**src/rtl/spi_arbiter_if.sv**
```systemverilog
// spi_arbiter_if: requester + SPI master bundle for spi_arbiter.
// slave = arbiter side, master = requesters / SPI master side.
interface spi_arbiter_if;
  logic [3:0]  req;
  logic [63:0] req_data;
  logic [3:0]  gnt;
  logic [3:0]  ack;
  logic        err;
  logic [3:0]  cs_sel_l;
  logic        m_start;
  logic [15:0] m_data;
  logic        m_busy;
  logic        m_done;
  logic        busy;

  modport slave (
    input  req,
    input  req_data,
    input  m_busy,
    input  m_done,
    output gnt,
    output ack,
    output err,
    output cs_sel_l,
    output m_start,
    output m_data,
    output busy
  );

  modport master (
    output req,
    output req_data,
    output m_busy,
    output m_done,
    input  gnt,
    input  ack,
    input  err,
    input  cs_sel_l,
    input  m_start,
    input  m_data,
    input  busy
  );
endinterface

```
**src/rtl/spi_arbiter.sv**
```systemverilog
// spi_arbiter: 4-way round-robin arbiter in front of one SPI master.
// Ports: clk, reset (async, high), bus (spi_arbiter_if.slave).
module spi_arbiter #(
  parameter int unsigned GAP_CYCLES = 2,
  parameter int unsigned TIMEOUT    = 64
) (
  input  logic         clk,
  input  logic         reset,
  spi_arbiter_if.slave bus
);

  typedef enum logic [1:0] {
    IDLE,
    START,
    WAIT,
    GAP
  } state_e;

  // Abort fires on the edge that would complete TIMEOUT WAIT cycles.
  localparam logic [7:0] TO_LIM = 8'(TIMEOUT - 1);
  localparam logic [3:0] GAP_LD = 4'(GAP_CYCLES);
  localparam bit         NO_GAP = (GAP_CYCLES == 0);

  state_e      state_q, state_d;
  logic [3:0]  gnt_q, gnt_d;
  logic [3:0]  ack_q, ack_d;
  logic        err_q, err_d;
  logic [3:0]  cs_q, cs_d;
  logic        m_start_q, m_start_d;
  logic [15:0] m_data_q, m_data_d;
  logic        busy_q, busy_d;
  logic [1:0]  last_q, last_d;
  logic [1:0]  win_q, win_d;
  logic [7:0]  wait_cnt_q, wait_cnt_d;
  logic [3:0]  gap_cnt_q, gap_cnt_d;

  logic [1:0]  pick;
  logic        pick_vld;
  logic [1:0]  cand;

  // Search last+1, last+2, ... wrapping; first requester found wins.
  always_comb begin
    pick     = 2'd0;
    pick_vld = 1'b0;
    cand     = 2'd0;
    for (int i = 1; i <= 4; i++) begin
      cand = last_q + 2'(i);
      if (!pick_vld && bus.req[cand]) begin
        pick_vld = 1'b1;
        pick     = cand;
      end
    end
  end

  always_comb begin
    state_d    = state_q;
    gnt_d      = gnt_q;
    ack_d      = 4'h0;
    err_d      = 1'b0;
    cs_d       = cs_q;
    m_start_d  = 1'b0;
    m_data_d   = m_data_q;
    last_d     = last_q;
    win_d      = win_q;
    wait_cnt_d = wait_cnt_q;
    gap_cnt_d  = gap_cnt_q;

    unique case (state_q)
      IDLE: begin
        if (pick_vld) begin
          state_d  = START;
          win_d    = pick;
          gnt_d    = 4'b0001 << pick;
          cs_d     = ~(4'b0001 << pick);
          m_data_d = bus.req_data[{pick, 4'b0000} +: 16];
        end else begin
          gnt_d = 4'h0;
          cs_d  = 4'hF;
        end
      end

      START: begin
        if (!bus.m_busy) begin
          m_start_d  = 1'b1;
          wait_cnt_d = 8'd0;
          state_d    = WAIT;
        end
      end

      WAIT: begin
        if (bus.m_done || wait_cnt_q >= TO_LIM) begin
          // m_done has priority over a coincident timeout.
          if (bus.m_done) begin
            ack_d = gnt_q;
          end else begin
            err_d = 1'b1;
          end
          gnt_d     = 4'h0;
          cs_d      = 4'hF;
          last_d    = win_q;
          gap_cnt_d = GAP_LD;
          state_d   = NO_GAP ? IDLE : GAP;
        end else if (wait_cnt_q != 8'hFF) begin
          wait_cnt_d = wait_cnt_q + 8'd1;
        end
      end

      GAP: begin
        if (gap_cnt_q <= 4'd1) begin
          gap_cnt_d = 4'd0;
          state_d   = IDLE;
        end else begin
          gap_cnt_d = gap_cnt_q - 4'd1;
        end
      end
    endcase

    busy_d = (state_d != IDLE);
  end

  always_ff @(posedge clk or posedge reset) begin
    if (reset) begin
      state_q    <= IDLE;
      gnt_q      <= 4'h0;
      ack_q      <= 4'h0;
      err_q      <= 1'b0;
      cs_q       <= 4'hF;
      m_start_q  <= 1'b0;
      m_data_q   <= 16'h0000;
      busy_q     <= 1'b0;
      last_q     <= 2'd3;
      win_q      <= 2'd0;
      wait_cnt_q <= 8'd0;
      gap_cnt_q  <= 4'd0;
    end else begin
      state_q    <= state_d;
      gnt_q      <= gnt_d;
      ack_q      <= ack_d;
      err_q      <= err_d;
      cs_q       <= cs_d;
      m_start_q  <= m_start_d;
      m_data_q   <= m_data_d;
      busy_q     <= busy_d;
      last_q     <= last_d;
      win_q      <= win_d;
      wait_cnt_q <= wait_cnt_d;
      gap_cnt_q  <= gap_cnt_d;
    end
  end

  assign bus.gnt      = gnt_q;
  assign bus.ack      = ack_q;
  assign bus.err      = err_q;
  assign bus.cs_sel_l = cs_q;
  assign bus.m_start  = m_start_q;
  assign bus.m_data   = m_data_q;
  assign bus.busy     = busy_q;

endmodule

```
**src/flat_wrapper.sv**
```systemverilog
// flat-port wrapper written by rule: the top's interface ports become plain ports
module spi_arbiter_flat 
#(
  parameter int unsigned GAP_CYCLES = 2,
  parameter int unsigned TIMEOUT    = 64
)
  (clk, reset, bus_req, bus_req_data, bus_m_busy, bus_m_done, bus_gnt, bus_ack, bus_err, bus_cs_sel_l, bus_m_start, bus_m_data, bus_busy);
  spi_arbiter_if bus_i ();
  input  logic clk;
  input  logic reset;
  input wire logic [$bits(bus_i.req)-1:0] bus_req;
  input wire logic [$bits(bus_i.req_data)-1:0] bus_req_data;
  input wire logic [$bits(bus_i.m_busy)-1:0] bus_m_busy;
  input wire logic [$bits(bus_i.m_done)-1:0] bus_m_done;
  output wire logic [$bits(bus_i.gnt)-1:0] bus_gnt;
  output wire logic [$bits(bus_i.ack)-1:0] bus_ack;
  output wire logic [$bits(bus_i.err)-1:0] bus_err;
  output wire logic [$bits(bus_i.cs_sel_l)-1:0] bus_cs_sel_l;
  output wire logic [$bits(bus_i.m_start)-1:0] bus_m_start;
  output wire logic [$bits(bus_i.m_data)-1:0] bus_m_data;
  output wire logic [$bits(bus_i.busy)-1:0] bus_busy;
  assign bus_i.req = bus_req;
  assign bus_i.req_data = bus_req_data;
  assign bus_i.m_busy = bus_m_busy;
  assign bus_i.m_done = bus_m_done;
  assign bus_gnt = bus_i.gnt;
  assign bus_ack = bus_i.ack;
  assign bus_err = bus_i.err;
  assign bus_cs_sel_l = bus_i.cs_sel_l;
  assign bus_m_start = bus_i.m_start;
  assign bus_m_data = bus_i.m_data;
  assign bus_busy = bus_i.busy;
  spi_arbiter #(.GAP_CYCLES(GAP_CYCLES), .TIMEOUT(TIMEOUT)) u_core (.clk(clk), .reset(reset), .bus(bus_i));
endmodule
```
**config.mk**
```make
export PLATFORM = sky130hd
export DESIGN_NAME = spi_arbiter_flat
export DESIGN_NICKNAME = d
export VERILOG_FILES = /design/src/rtl/spi_arbiter_if.sv /design/src/rtl/spi_arbiter.sv /design/src/flat_wrapper.sv
export SDC_FILE = /design/constraint.sdc
export NUM_CORES = 1
export LEC_CHECK = 0
export ABC_AREA = 1
export ABC_CLOCK_PERIOD_IN_PS = 1730
export BUFFER_PORTS_ARGS = -buffer_cell sky130_fd_sc_hd__buf_4
export CAP_MARGIN = 30
export CORE_UTILIZATION = 45
export DETAILED_ROUTE_END_ITERATION = 10
export MAX_ROUTING_LAYER = met4
export PLACE_DENSITY = 0.8
export SYNTH_ARGS = -nofsm -noshare
export SYNTH_HDL_FRONTEND = slang
export SYNTH_SLANG_ARGS = --single-unit
```
**constraint.sdc**
```tcl
create_clock -name clk -period 1.73 [get_ports clk]
set_input_delay 0.173 -clock clk [delete_from_list [all_inputs] [get_ports clk]]
set_output_delay 0.173 -clock clk [all_outputs]
set_load 0.02 [all_outputs]
```
== Yosys cells after proc, flatten, opt, wreduce, memory -nomap -nowiden ==
Cells that the tools add are included.

* Bits in registers: 49
* Input port bits: 72
* Output and inout bits: 31
* Logic and storage cells: 93

* $add $sub $neg: 5
* Magnitude comparators: 6
* Eq/ne operators: 8
* Shifts and indexed selects: 2
* Muxes and demuxes: 42
* Bitwise gates (word level): 1
* Reductions and logical operators: 17

{| class="wikitable"
|+ Operator list
! cell !! count
|-
| indexed part select 64 x 7 -> 16 bit || 1
|-
| 2-to-1 mux 4 bit || 9
|-
| 2-to-1 mux 8 bit || 3
|-
| case mux 4 bit (2 select lines) || 3
|-
| 2-to-1 mux 2 bit || 8
|-
| case mux 8 bit (2 select lines) || 1
|-
| 2-to-1 mux 1 bit || 13
|-
| less-than comparator 2 x 3 -> 1 bit (second input constant) || 4
|-
| adder 8 x 1 -> 8 bit (second input constant) || 1
|-
| binary-select mux 1 bit (select 2 bit) || 4
|-
| >= comparator 8 x 6 -> 1 bit (second input constant) || 1
|-
| inequality test 8 bit (second input constant) || 1
|-
| case mux 2 bit (4 select lines) || 1
|-
| AND reduction 2 bit || 4
|-
| nonzero test 2 bit || 4
|-
| adder 2 bit (second input constant) || 2
|-
| equality test 2 bit (second input constant) || 2
|-
| <= comparator 4 x 1 -> 1 bit (second input constant) || 1
|-
| inequality test 2 x 1 -> 1 bit (second input constant) || 2
|-
| inequality test 2 bit (second input constant) || 2
|-
| NOT 4 bit || 1
|-
| AND reduction 4 bit || 1
|-
| left shift 1 x 2 -> 4 bit (first input constant) || 1
|-
| subtractor 4 x 1 -> 4 bit (second input constant) || 1
|-
| 6 further kinds || 10
|}

== Logic depth before layout (Yosys ltp) ==
Gate-level depths: netlist (run 1).

* Depth in word-level cells: 17
* Mapped depth: 17
* Gate-level depth less buffers: 15

== Least setup slack after synthesis (run 1) ==
OpenSTA, ideal clock, no wires.

* Path type: flip-flop to flip-flop
* Start point: register u_core.last_q[0]
* End point: register u_core.m_data_q[13] (netlist: u_core.bus.m_data[13])
* Setup time: 117 ps
* Arrival time: 1745 ps
* Path slack: -131 ps
* Stages on the path, launching flop included: 18
* Path buffers: 2
* Path through: dfstp_2 -> buf_4 -> inv_4 -> nand2_1 -> nand2_1 -> nand2_1 -> nand2_2 -> inv_1 -> nand2_1 -> nand2_1 -> nand3_4 -> buf_4 -> nand2_1 -> nand2_1 -> nand2_1 -> nand2_1 -> nand2_1 -> nand2_1

* Cells in the longest elaborated chain, start to end: 14
* Elaborated cells between the ends (all ways): 27
* Those cells by class: add/sub: 3; shift: 1; mux: 16; reduce/logical: 7

{| class="wikitable"
|+ Ends and longest elaborated chain
! item !! line !! source
|-
| start: declaration || spi_arbiter.sv:32 || <nowiki>logic [1:0] last_q, last_d;</nowiki>
|-
| start signal: assignment || spi_arbiter.sv:144 || <nowiki>last_q <= last_d;</nowiki>
|-
| adder 2 x 1 -> 2 bit || spi_arbiter.sv:47 || <nowiki>cand = last_q + 2'(i);</nowiki>
|-
| binary-select mux 1 bit (select 2 bit) || spi_arbiter.sv:48 || <nowiki>if (!pick_vld && bus.req[cand]) begin</nowiki>
|-
| 2-to-1 mux 1 bit (not written as such) || spi_arbiter.sv:48 ||
|-
| 2-to-1 mux 1 bit || spi_arbiter.sv:48 ||
|-
| zero test 1 bit || spi_arbiter.sv:48 ||
|-
| logical AND 1 bit || spi_arbiter.sv:48 ||
|-
| 2-to-1 mux 1 bit || spi_arbiter.sv:48 ||
|-
| zero test 1 bit || spi_arbiter.sv:48 ||
|-
| logical AND 1 bit || spi_arbiter.sv:48 ||
|-
| 2-to-1 mux 1 bit || spi_arbiter.sv:48 ||
|-
| zero test 1 bit || spi_arbiter.sv:48 ||
|-
| logical AND 1 bit || spi_arbiter.sv:48 ||
|-
| 2-to-1 mux 2 bit or 2-to-1 mux 1 bit (tied branches) || spi_arbiter.sv:48 ||
|-
| indexed part select 64 x 7 -> 16 bit or AND reduction 2 bit (tied branches) || n/a ||
|-
| end signal: assignment || spi_arbiter.sv:142 || <nowiki>m_data_q <= m_data_d;</nowiki>
|-
| end: declaration || spi_arbiter.sv:30 || <nowiki>logic [15:0] m_data_q, m_data_d;</nowiki>
|}

Parallel ways exist; a longest one is shown, timed or not. The select of a mux whose other input is x is not followed.
A chain may end at the register's enable or synchronous reset.

== Worst setup path in the final report (run 1) ==
* Start point: register u_core.last_q[1]
* End point: register u_core.m_data_q[4] (netlist: u_core.bus.m_data[4])

The elaborated chain is that of the path after synthesis.

==> flow_metrics.py, run 1 <==
metrics = {
    "logic_synthesis": {
        "synth_edf_count": 0,
        "synthCells": 435,
        "synthSimpleGateAreaFrac": 0.438,
        "yosysSeqAreaShare": 0.419,
        "synth.ff_latch_count": 49,
        "yosys_warnings": 0,
        "synth_xor_area_frac": 0.0119,
        "synthArstFlopShare": 1.00,
        "synth_mux_area_frac": 0,
        "synth_top_family_by_area": "simple AND/OR/NAND/NOR gates",
        "yosys_most_used_dff": "dfrtp_1",
        "synthAdderAreaFrac": 0.0128,
        "netlist_area_mm2": 0.00294,
        "synth_cell_types": 27,
        "synth-compound-area-share": 0.0417,
        "syn_area_per_cell_um2": 6.76,
        "syn_nets": 510,
    },
    "run_status": {
        "status": "finished with violations",
        "violations": "negative setup slack",
    },
    "min_path": {
        "hold_class": "input pin to register",
        "holdPathEnd": "u_core.bus.ack[2]",
        "hold_depth": 3,
        "min_from": "bus_m_done",
    },
    "clock_network": {
        "cts_buffers": 5,
        "tritoncts": "yes",
        "clk_pin_slew_worst_paths_ns": 0.10,
        "cts_max_level": 2,
        "clk_latency_ns": 0.31,
        "cts-root-buf": "clkbuf_8",
        "clock_sinks": 49,
        "clk_path_buf_depth": 2,
    },
    "drt": {
        "ant_nets": 0,
        "drt_iter0_markers": 176,
        "drt_pass1_iterations": 5,
        "wirelength_um": 9110,
        "wl_per_cell_um": 14.0,
        "vias_per_cell": 5.07,
        "route.detailed.drc": 0,
        "via_count": 3303,
    },
    "floorplan": {
        "rows": 29,
        "fp.dieH_um": 82.9,
        "initial_core_util": 0.466,
        "ios": 103,
        "die-width_um": 82.9,
        "core-area_mm2": 0.00631,
        "dieArea_mm2": 0.00686,
    },
    "cells_and_area": {
        "diodes": 0,
        "drive_above_1_share": 0.376,
        "area_delta_synth_final_pct": 56.6,
        "multiInputGateArea_mm2": 0.00172,
        "fill_cells": 456,
        "seq_area_mm2": 0.00123,
        "final_nets": 648,
        "fin_area_mm2": 0.00461,
    },
    "sta": {
        "report.final.slew_viol_count": 0,
        "max-slew-margin-rel": 0.720,
        "max_freq_mhz": 466,
        "period_share": 1.24,
        "rsz0062_at_grt": "yes",
        "period_needed_ns": 2.14,
        "setup_viol": 28,
        "hold-worst-slack_ns": 0.128,
        "worst_slew_pin_slew_ns": 0.419,
        "fin_worst_skew_ns": 0.0150,
        "worst_slack_ns": -0.414,
        "hold_violations": 0,
    },
    "setup_path": {
        "arrival_ns": 2.35,
        "reg2reg_to": "u_core.bus.m_data[4]",
        "critical_path.max_fanout": 13,
        "startpoint": "u_core.last_q[1]",
        "r2r_slack_ns": -0.41,
        "cpMostUsedCell": "nand2_1",
        "cp_cell_sequence": "inv_2 > nand2_1 > nand2_4 > nand2_2 > nand2_4 > nand2_4 > nand2_4 > nand2_4 > nand3_4 > clkbuf_16 > nand2_1 > nand2_1 > nand2_1 > nand2_1 > nand2_1 > nand2_1",
        "critical_path_class": "register to register",
        "worstSetupEndpointType": "register",
        "start_kind": "register",
        "max_stage_delay_ns": 0.64,
        "rr_worst_depth": 16,
        "worstPathRequired_ns": 1.94,
        "rr_startpoint": "u_core.last_q[1]",
        "cpMaxStageDelayCell": "dfstp_2",
    },
    "placement": {
        "port_buffers": 102,
        "place_area_mm2": 0.00397,
        "gp_congestion": 0.949,
        "dpl.hpwl_um": 5960,
    },
    "global_route": {
        "grt_max_degree": 33,
        "grt-ovfl-total": 0,
        "grt_pass1_vias": 3174,
        "grtUsageTotal": 0.247,
        "grt_pass1_wl_um": 13700,
        "antenna_found_initial": 0,
    },
    "power": {
        "seqPwrFrac": 0.171,
        "power.static_leakage_nw": 2.55,
        "swShare": 0.492,
        "power.internal_mw": 5.74,
        "combPwrFrac": 0.765,
        "vdd_drop_max_uv": 2140,
        "power.density_mw_per_mm2": 2450,
        "switchingPower_mw": 5.55,
        "clkPwrFrac": 0.064,
    },
    "flow_run": {
        "maxCapViolations": 0,
    },
}
Yosys cell counts, drive strengths merged (2+ instances only):
| cell type | n | area share |
|---|---|---|
| nand2 | 239 | 0.31 |
| nand3 | 49 | 0.092 |
| dfrtp | 43 | 0.37 |
| inv | 27 | 0.035 |
| nor2 | 18 | 0.028 |
| buf | 17 | 0.040 |
| o21ai | 15 | 0.026 |
| dfstp | 6 | 0.054 |
| ha | 3 | 0.013 |
| nand4 | 3 | 0.0064 |
| nor3 | 3 | 0.0051 |
| xnor2 | 3 | 0.0089 |
| a21oi | 2 | 0.0034 |
| o31ai | 2 | 0.0051 |
what timing repair did:
action / CTS / global route
endpoints found under the hold margin: 7 / 0
pin swaps: 4 / 16
hold buffers: 1 / 0
cloned: 1 / 5
endpoints found under the setup margin: 30 / 30
buffers inserted: 8 / 3
gates resized for setup: 39 / 39
flip-flops by register name (all words and copies together), names as in the netlist:
register,flops
u_core.bus.cs_sel_l,4
u_core.last_q,2
u_core.state_q,2
u_core.bus.ack,4
u_core.bus.gnt,4
u_core.bus.busy,1
u_core.wait_cnt_q,8
u_core.gap_cnt_q,4
u_core.bus.m_start,1
u_core.bus.m_data,16
u_core.win_q,2
u_core.bus.err,1
worst max-delay path, delay by kind of cell (launching register included):
family | cells | cell delay [ns]
buf+inv | 2 | 0.32
flops | 1 | 0.64
simple gates | 14 | 1.10
logic make-up after synthesis:
| kind of cell | Yosys count |
|---|---|
| and+or+nand+nor | 312 |
| DFF | 49 |
| AOI/OAI and AO/OA | 22 |
| buffers and inverters | 45 |
| adders and majority gates | 3 |
| xor gates and xnor gates | 4 |
per-stage QoR:
stage	TNS [ns]	std cells	worst slack [ns]	util	total power, mW
global placement	-4.52	625	-0.220	0.628	8.01
floorplan	-1.44	435	-0.0718	-	6.45
global route	-11.20	651	-0.533	0.729	12.1
CTS	-4.68	643	-0.253	0.680	9.82
finish	-8.87	651	-0.414	0.729	11.3
detailed placement	-6.46	625	-0.356	0.628	8.18
layout make-up:
cell class                      instances  share of cell area
Clock inverter                          3             0.00543
Sequential cell                        49               0.268
Tap cell                               77              0.0209
Timing Repair Buffer                  148               0.290
Multi-Input combinational cell        341               0.373
Inverter                               28              0.0277
Clock buffer                            5              0.0149
worst max-delay path by stage:
stage | depth (start not counted) | slack, ns | to
after floorplan | 17 | -0.07 | u_core.bus.m_data[1]
after global placement | 12 | -0.22 | u_core.bus.gnt[2]
after detailed placement | 12 | -0.36 | u_core.bus.gnt[2]
after CTS | 16 | -0.25 | u_core.bus.m_data[15]
after global routing | 17 | -0.53 | u_core.bus.m_data[4]
final | 16 | -0.41 | u_core.bus.m_data[4]
power groups by stage:
stage          Clock (mW)  Sequential, mW  Combinational, mW
2_1_floorplan           0            2.21               4.24
3_3_place_gp            0            1.93               6.09
3_5_place_dp            0            1.94               6.24
4_1_cts             0.737            1.91               7.17
5_1_grt             0.787            1.98               9.38
6_report            0.726            1.93               8.64
routing by layer:
layer / vias up / track usage / part of all wire
li1: 1642 / - / -
met1: 1506 / 0.303 / 0.41
met2: 131 / 0.424 / 0.51
met3: 24 / 0.0408 / 0.062
met4: 0 / 0.0658 / 0.022
met5: - / - / 0
cells in the final DEF (no fill, tap or decap), types with 2 or more instances in the layout:
cell	synthesis	routed
o21ai_2	0	2
ha_1	3	2
dfrtp_1	43	43
a21oi_1	2	2
o21ai_0	12	9
clkbuf_16	0	5
nor2_4	2	4
dfstp_2	6	6
xnor2_1	3	3
buf_4	5	128
nand2_2	2	13
nand4_1	3	3
inv_2	3	3
clkinvlp_4	0	2
inv_1	23	19
o21ai_1	3	4
nor3_1	3	2
buf_12	0	9
inv_4	1	2
inv_6	0	3
nand2_4	0	17
nor2_1	16	14
clkbuf_8	0	5
nand3_4	2	3
nand3_2	0	4
nand2_1	237	208
nand3_1	47	42
o31ai_1	2	2
buf_6	3	4
Note: power is estimated with default switching activity, not from simulation.
==> inputs of run 2 (changes only) <==
--- a/config.mk
+++ b/config.mk
@@ -12,7 +12,7 @@
 export CORE_UTILIZATION = 45
 export DETAILED_ROUTE_END_ITERATION = 10
 export MAX_ROUTING_LAYER = met4
-export PLACE_DENSITY = 0.8
+export PLACE_DENSITY = 0.76
 export SYNTH_ARGS = -nofsm -noshare
 export SYNTH_HDL_FRONTEND = slang
 export SYNTH_SLANG_ARGS = --single-unit
==> run 2 against run 1 <==
Against the previous run: the flow still finishes with violations (negative setup slack); clock skew is 0.0033 ns lower; combinational power is 0.6% higher; sequential share of layout area is 0.28 points lower; final area is 1.1% higher; non-clock buffer count is 4 higher; die area stayed put; global-route usage is 0.88 points higher; clock power is 2% higher; final cell count is 0.61% higher; maximum frequency is 2.1% higher; critical path type unchanged; critical endpoint is now u_core.bus.m_data[8]; largest power group unchanged.
==> flow_metrics.py, run 2 (same netlist as run 1, synthesis figures left out) <==
metrics = {
    "run_status": {
        "status": "finished with violations",
        "violations": "negative setup slack",
    },
    "power": {
        "power.density_mw_per_mm2": 2440,
        "switchingPower_mw": 5.65,
        "seqPwrFrac": 0.170,
        "power.static_leakage_nw": 2.57,
        "combPwrFrac": 0.765,
        "vdd_drop_max_uv": 1890,
        "power.internal_mw": 5.72,
        "swShare": 0.497,
        "power_mw": 11.4,
        "clkPwrFrac": 0.065,
    },
    "setup_path": {
        "start_kind": "register",
        "r2r_slack_ns": -0.37,
        "cp_cell_sequence": "buf_2 > nand2_1 > nand3_2 > nand2_2 > nor2_4 > nand3_4 > buf_6 > nand2_8 > clkinvlp_4 > clkbuf_16 > nand2_2 > nand2_1",
        "cpMaxStageDelayCell": "dfstp_2",
        "worstSetupEndpointType": "register",
        "worstPathRequired_ns": 1.94,
        "critical_path.max_fanout": 8,
        "max_stage_delay_ns": 0.58,
        "arrival_ns": 2.31,
        "critical_path_class": "register to register",
    },
    "floorplan": {
        "die-width_um": 82.9,
        "initial_core_util": 0.466,
        "core-area_mm2": 0.00631,
        "fp.dieH_um": 82.9,
        "dieArea_mm2": 0.00686,
        "rows": 29,
        "ios": 103,
    },
    "clock_network": {
        "cts_max_level": 2,
        "tritoncts": "yes",
        "clk_latency_ns": 0.32,
        "clk_pin_slew_worst_paths_ns": 0.10,
        "clk_path_buf_depth": 2,
        "cts_buffers": 5,
        "clock_sinks": 49,
        "cts-root-buf": "clkbuf_8",
    },
    "cells_and_area": {
        "final_common_cell": "nand2_1",
        "final_cell_mix": "nand2_1 (194), buf_4 (133), dfrtp_1 (43)",
        "fill_cells": 484,
        "multiInputGateArea_mm2": 0.00176,
        "seq_area_mm2": 0.00123,
        "area_delta_synth_final_pct": 58.2,
        "fin_area_mm2": 0.00465,
        "diodes": 0,
        "largest_reg_flops": 16,
        "final_nets": 652,
        "drive_above_1_share": 0.407,
    },
    "placement": {
        "place_area_mm2": 0.00400,
        "post-place-ws_ns": -0.254,
        "gp_congestion": 0.905,
        "port_buffers": 102,
        "dpl.hpwl_um": 6010,
    },
    "sta": {
        "hold_violations": 0,
        "hold-worst-slack_ns": 0.0412,
        "setup_viol": 28,
        "period_share": 1.21,
        "max_freq_mhz": 476,
        "rsz0062_at_grt": "yes",
        "period_needed_ns": 2.10,
        "fin_worst_skew_ns": 0.0117,
        "worst_slack_ns": -0.370,
        "setup_tns_ns": -7.87,
        "worst_slew_pin_slew_ns": 0.512,
        "report.final.slew_viol_count": 0,
        "max-slew-margin-rel": 0.657,
    },
    "drt": {
        "wl_per_cell_um": 14.5,
        "via_count": 3386,
        "drt_pass1_iterations": 5,
        "ant_nets": 0,
        "wirelength_um": 9510,
        "vias_per_cell": 5.17,
        "drt_iter0_markers": 189,
        "route.detailed.drc": 0,
    },
    "flow_run": {
        "maxCapViolations": 0,
    },
    "global_route": {
        "grt_max_degree": 31,
        "grt-ovfl-total": 0,
        "antenna_found_initial": 0,
        "grtUsageTotal": 0.256,
        "grt_pass1_wl_um": 13900,
        "grt_pass1_vias": 3054,
    },
    "min_path": {
        "hold_class": "input pin to register",
    },
}
==> run 2: cell count changes in the layout (fill, tap and decap cells not counted), moves of 2 or more <==
cell     previous run  this run
buf_6               4         2
nand2_4            17        15
inv_6               3         0
buf_12              9         7
nand2_2            13        29
buf_8               1         3
nand2_1           208       194
buf_4             128       133
==> run 2: power groups by stage <==
stage | combinational [mW] | clock [mW] | sequential, mW
5_1_grt | 9.45 | 0.795 | 1.98
4_1_cts | 7.09 | 0.744 | 1.91
3_3_place_gp | 6.31 | 0 | 1.94
2_1_floorplan | 4.24 | 0 | 2.21
6_report | 8.69 | 0.740 | 1.93
3_5_place_dp | 6.42 | 0 | 1.95
==> run 2: per-layer routing <==
layer	vias to the layer above	track usage	wire, um
li1	1642	-	-
met1	1557	0.308	3790
met2	163	0.428	4850
met3	24	0.0586	656
met4	0	0.0784	210
met5	-	-	0
==> run 2: worst paths after layout <==
kind                                         from                endpoint  depth (start not counted)
setup / recovery                 u_core.last_q[0]    u_core.bus.m_data[8]                         12
hold / removal                         bus_m_busy      u_core.bus.m_start                          2
setup reg to reg                 u_core.last_q[0]    u_core.bus.m_data[8]                         12
hold reg to reg            u_core.bus.cs_sel_l[0]  u_core.bus.cs_sel_l[0]                          2
max in group asynchronous                   reset  u_core.bus.cs_sel_l[1]                          4
min in group asynchronous                   reset    u_core.wait_cnt_q[5]                          3
==> run 2: timing repair <==
item / CTS / global route
setup buffers: 6 / 7
gates resized for setup: 29 / 60
pin swaps: 4 / 11
hold endpoints to repair: 17 / 0
hold buffers: 1 / 0
endpoints found under the setup margin: 32 / 35
gates cloned: 1 / 4
==> run 2: stage by stage <==
step / util / cells
final: 0.737 / 655
after global routing: 0.737 / 655
after CTS: 0.678 / 644
after detailed placement: 0.634 / 628
after global placement: 0.634 / 628
after floorplan: - / 435
==> run 2: worst max-delay path, delay by kind of cell, from the launching register on <==
family | cells | cell delay, ns
and+or+nand+nor | 8 | 0.78
buffers and inverters | 4 | 0.63
DFF | 1 | 0.58
==> run 2: area by class of cell <==
| class | count | area share |
|---|---|---|
| multi-input combinational | 341 | 0.378 |
| timing repair buffer | 152 | 0.290 |
| sequential | 49 | 0.265 |
| inverter | 28 | 0.0263 |
| tap | 77 | 0.0207 |
| clock buffer | 5 | 0.0148 |
| clock inverter | 3 | 0.00565 |
==> inputs of run 3 (changes only) <==
--- a/config.mk
+++ b/config.mk
@@ -9,10 +9,12 @@
 export ABC_CLOCK_PERIOD_IN_PS = 1730
 export BUFFER_PORTS_ARGS = -buffer_cell sky130_fd_sc_hd__buf_4
 export CAP_MARGIN = 30
-export CORE_UTILIZATION = 45
+export CELL_PAD_IN_SITES_DETAIL_PLACEMENT = 0
+export CELL_PAD_IN_SITES_GLOBAL_PLACEMENT = 1
+export CORE_UTILIZATION = 31
 export DETAILED_ROUTE_END_ITERATION = 10
 export MAX_ROUTING_LAYER = met4
-export PLACE_DENSITY = 0.76
+export PLACE_DENSITY_LB_ADDON = 0.1
 export SYNTH_ARGS = -nofsm -noshare
 export SYNTH_HDL_FRONTEND = slang
 export SYNTH_SLANG_ARGS = --single-unit
==> run 3 against run 2 <==
Against the previous run: the flow still finishes with violations (negative setup slack); first-iteration DRC count down 67%; die area grew 44%; utilization decreased by 23 points; critical path depth increased by 3; setup slack gained 0.040 ns; flip-flop and latch count stayed put; worst hold slack gained 0.078 ns; power decreased by 0.94%; clock skew fell by 0.0031 ns; sequential share of layout area decreased by 0.25 points; critical path type unchanged.
==> flow_metrics.py, run 3 (same netlist as run 1, synthesis figures left out) <==
metrics = {
    "run_status": {
        "status": "finished with violations",
        "violations": "negative setup slack",
    },
    "clock_network": {
        "tritoncts": "yes",
        "cts-root-buf": "clkbuf_8",
        "clk_path_buf_depth": 2,
        "clk_pin_slew_worst_paths_ns": 0.10,
        "clk_latency_ns": 0.30,
        "cts_max_level": 2,
        "cts_buffers": 5,
        "clock_sinks": 49,
    },
    "sta": {
        "setup_tns_ns": -7.56,
        "max-slew-margin-rel": 0.712,
        "max_freq_mhz": 485,
        "setup_viol": 28,
        "worst_slew_pin_slew_ns": 0.431,
        "rsz0062_at_grt": "yes",
        "hold-worst-slack_ns": 0.120,
        "report.final.slew_viol_count": 0,
        "hold_violations": 0,
        "worst_slack_ns": -0.330,
        "period_share": 1.19,
        "fin_worst_skew_ns": 0.00853,
        "period_needed_ns": 2.06,
    },
    "cells_and_area": {
        "final_common_cell": "nand2_1",
        "diodes": 0,
        "area_delta_synth_final_pct": 59.8,
        "final_nets": 657,
        "seq_area_mm2": 0.00123,
        "drive_above_1_share": 0.389,
        "fin_util": 0.511,
        "largest_reg_flops": 16,
        "fill_cells": 924,
        "fin_cells": 694,
        "multiInputGateArea_mm2": 0.00172,
        "fin_area_mm2": 0.00470,
        "final_cell_mix": "nand2_1 (209), buf_4 (137), dfrtp_1 (43)",
    },
    "drt": {
        "drt_iter0_markers": 63,
        "via_count": 3161,
        "dr_wl_met2_um": 4380,
        "ant_nets": 0,
        "highest_layer": "met4",
        "drt_pass1_iterations": 6,
        "met1_length_um": 4030,
        "route.detailed.drc": 0,
        "vias_per_cell": 4.55,
        "wirelength_um": 8810,
        "wl_per_cell_um": 12.7,
        "wl_met3_um": 309,
    },
    "flow_run": {
        "maxCapViolations": 0,
    },
    "placement": {
        "port_buffers": 102,
        "place_area_mm2": 0.00411,
        "gp_congestion": 0.788,
        "place_inst": 668,
        "post-place-ws_ns": -0.242,
        "dpl.hpwl_um": 6120,
    },
    "setup_path": {
        "cpMostUsedCell": "nand2_4",
        "cp_top_family": "simple AND/OR/NAND/NOR gates",
        "start_kind": "register",
        "cpMaxStageDelayCell": "dfstp_2",
        "max_stage_delay_ns": 0.57,
        "arrival_ns": 2.26,
        "critical_path_class": "register to register",
        "critical_path.max_fanout": 16,
        "cp_cell_sequence": "buf_12 > inv_8 > nand2_4 > nand2_4 > nand2_4 > nand2_4 > nor2_4 > nand3_4 > buf_4 > buf_6 > nand2_8 > inv_1 > buf_12 > nand2_1 > nand2_1",
        "worstPathRequired_ns": 1.93,
        "cp_num_buf_inv": 6,
        "worstSetupEndpointType": "register",
    },
    "global_route": {
        "grt_pass1_wl_um": 14400,
        "grt_pass1_vias": 3057,
        "antenna_found_initial": 0,
        "grt_max_degree": 40,
        "grt-ovfl-total": 0,
        "grtUsageTotal": 0.187,
    },
    "power": {
        "power.density_mw_per_mm2": 2400,
        "power_mw": 11.3,
        "vdd_drop_max_uv": 1090,
        "power.static_leakage_nw": 2.60,
    },
    "floorplan": {
        "core-area_mm2": 0.00920,
        "die-width_um": 99.4,
        "dieArea_mm2": 0.00988,
        "ios": 103,
        "rows": 35,
        "initial_core_util": 0.320,
        "fp.dieH_um": 99.4,
    },
    "min_path": {
        "hold_class": "input pin to register",
    },
}
## run 3: cell types whose count changed in the layout (fill, tap and decap cells not counted), moves of 2 or more
cell and delta:
buf_4 +4, buf_6 +4, clkbuf_16 -2, clkinvlp_4 -2, inv_2 +2, nand2_1 +15
nand2_2 -16, nor2_2 +2, o21ai_0 -3, o21ai_1 +3
## run 3: worst paths after layout
kind | to | depth (start not counted) | start | slack [ns]
worst max-delay path | u_core.bus.m_data[12] | 15 | u_core.last_q[0] | -0.33
worst min-delay path | u_core.bus.ack[0] | 3 | bus_m_done | 0.12
worst max register to register | u_core.bus.m_data[12] | 15 | u_core.last_q[0] | -0.33
worst min register to register | u_core.bus.cs_sel_l[0] | 2 | u_core.bus.cs_sel_l[0] | 0.48
max in group asynchronous | u_core.last_q[0] | 4 | reset | 0.84
min in group asynchronous | u_core.wait_cnt_q[7] | 3 | reset | 0.34
## run 3: report_power, final
part           internal [mW]  leakage (nW)  switching (mW)
clock                  0.433        0.0543           0.407
sequential              1.63         0.621           0.283
combinational           3.85          1.92            4.66
## run 3: worst register-to-register path, delay by kind of cell (launching register included)
kind | cells | cell delay, ns
flip-flops | 1 | 0.57
buffers and inverters | 6 | 0.67
AND/OR/NAND/NOR | 9 | 0.74
## run 3: what timing repair did
| action | CTS | global route |
|---|---|---|
| gates resized for setup | 37 | 44 |
| hold buffers | 1 | 0 |
| setup buffers | 6 | 8 |
| hold endpoints to repair | 10 | 0 |
| cloned | 1 | 2 |
| pin swaps | 4 | 21 |
| endpoints found under the setup margin | 33 | 31 |
## run 3: area by class of cell
| class | count | area share |
|---|---|---|
| clock buffer | 5 | 0.0146 |
| clock inverter | 3 | 0.00985 |
| inverter | 28 | 0.0258 |
| multi-input combinational | 341 | 0.365 |
| sequential | 49 | 0.263 |
| tap | 111 | 0.0296 |
| timing repair buffer | 157 | 0.292 |
## run 3: per-layer routing
layer,global-route usage,up-vias
li1,-,1658
met1,0.236,1421
met2,0.316,74
met3,0.0316,8
met4,0.0373,0
met5,-,-
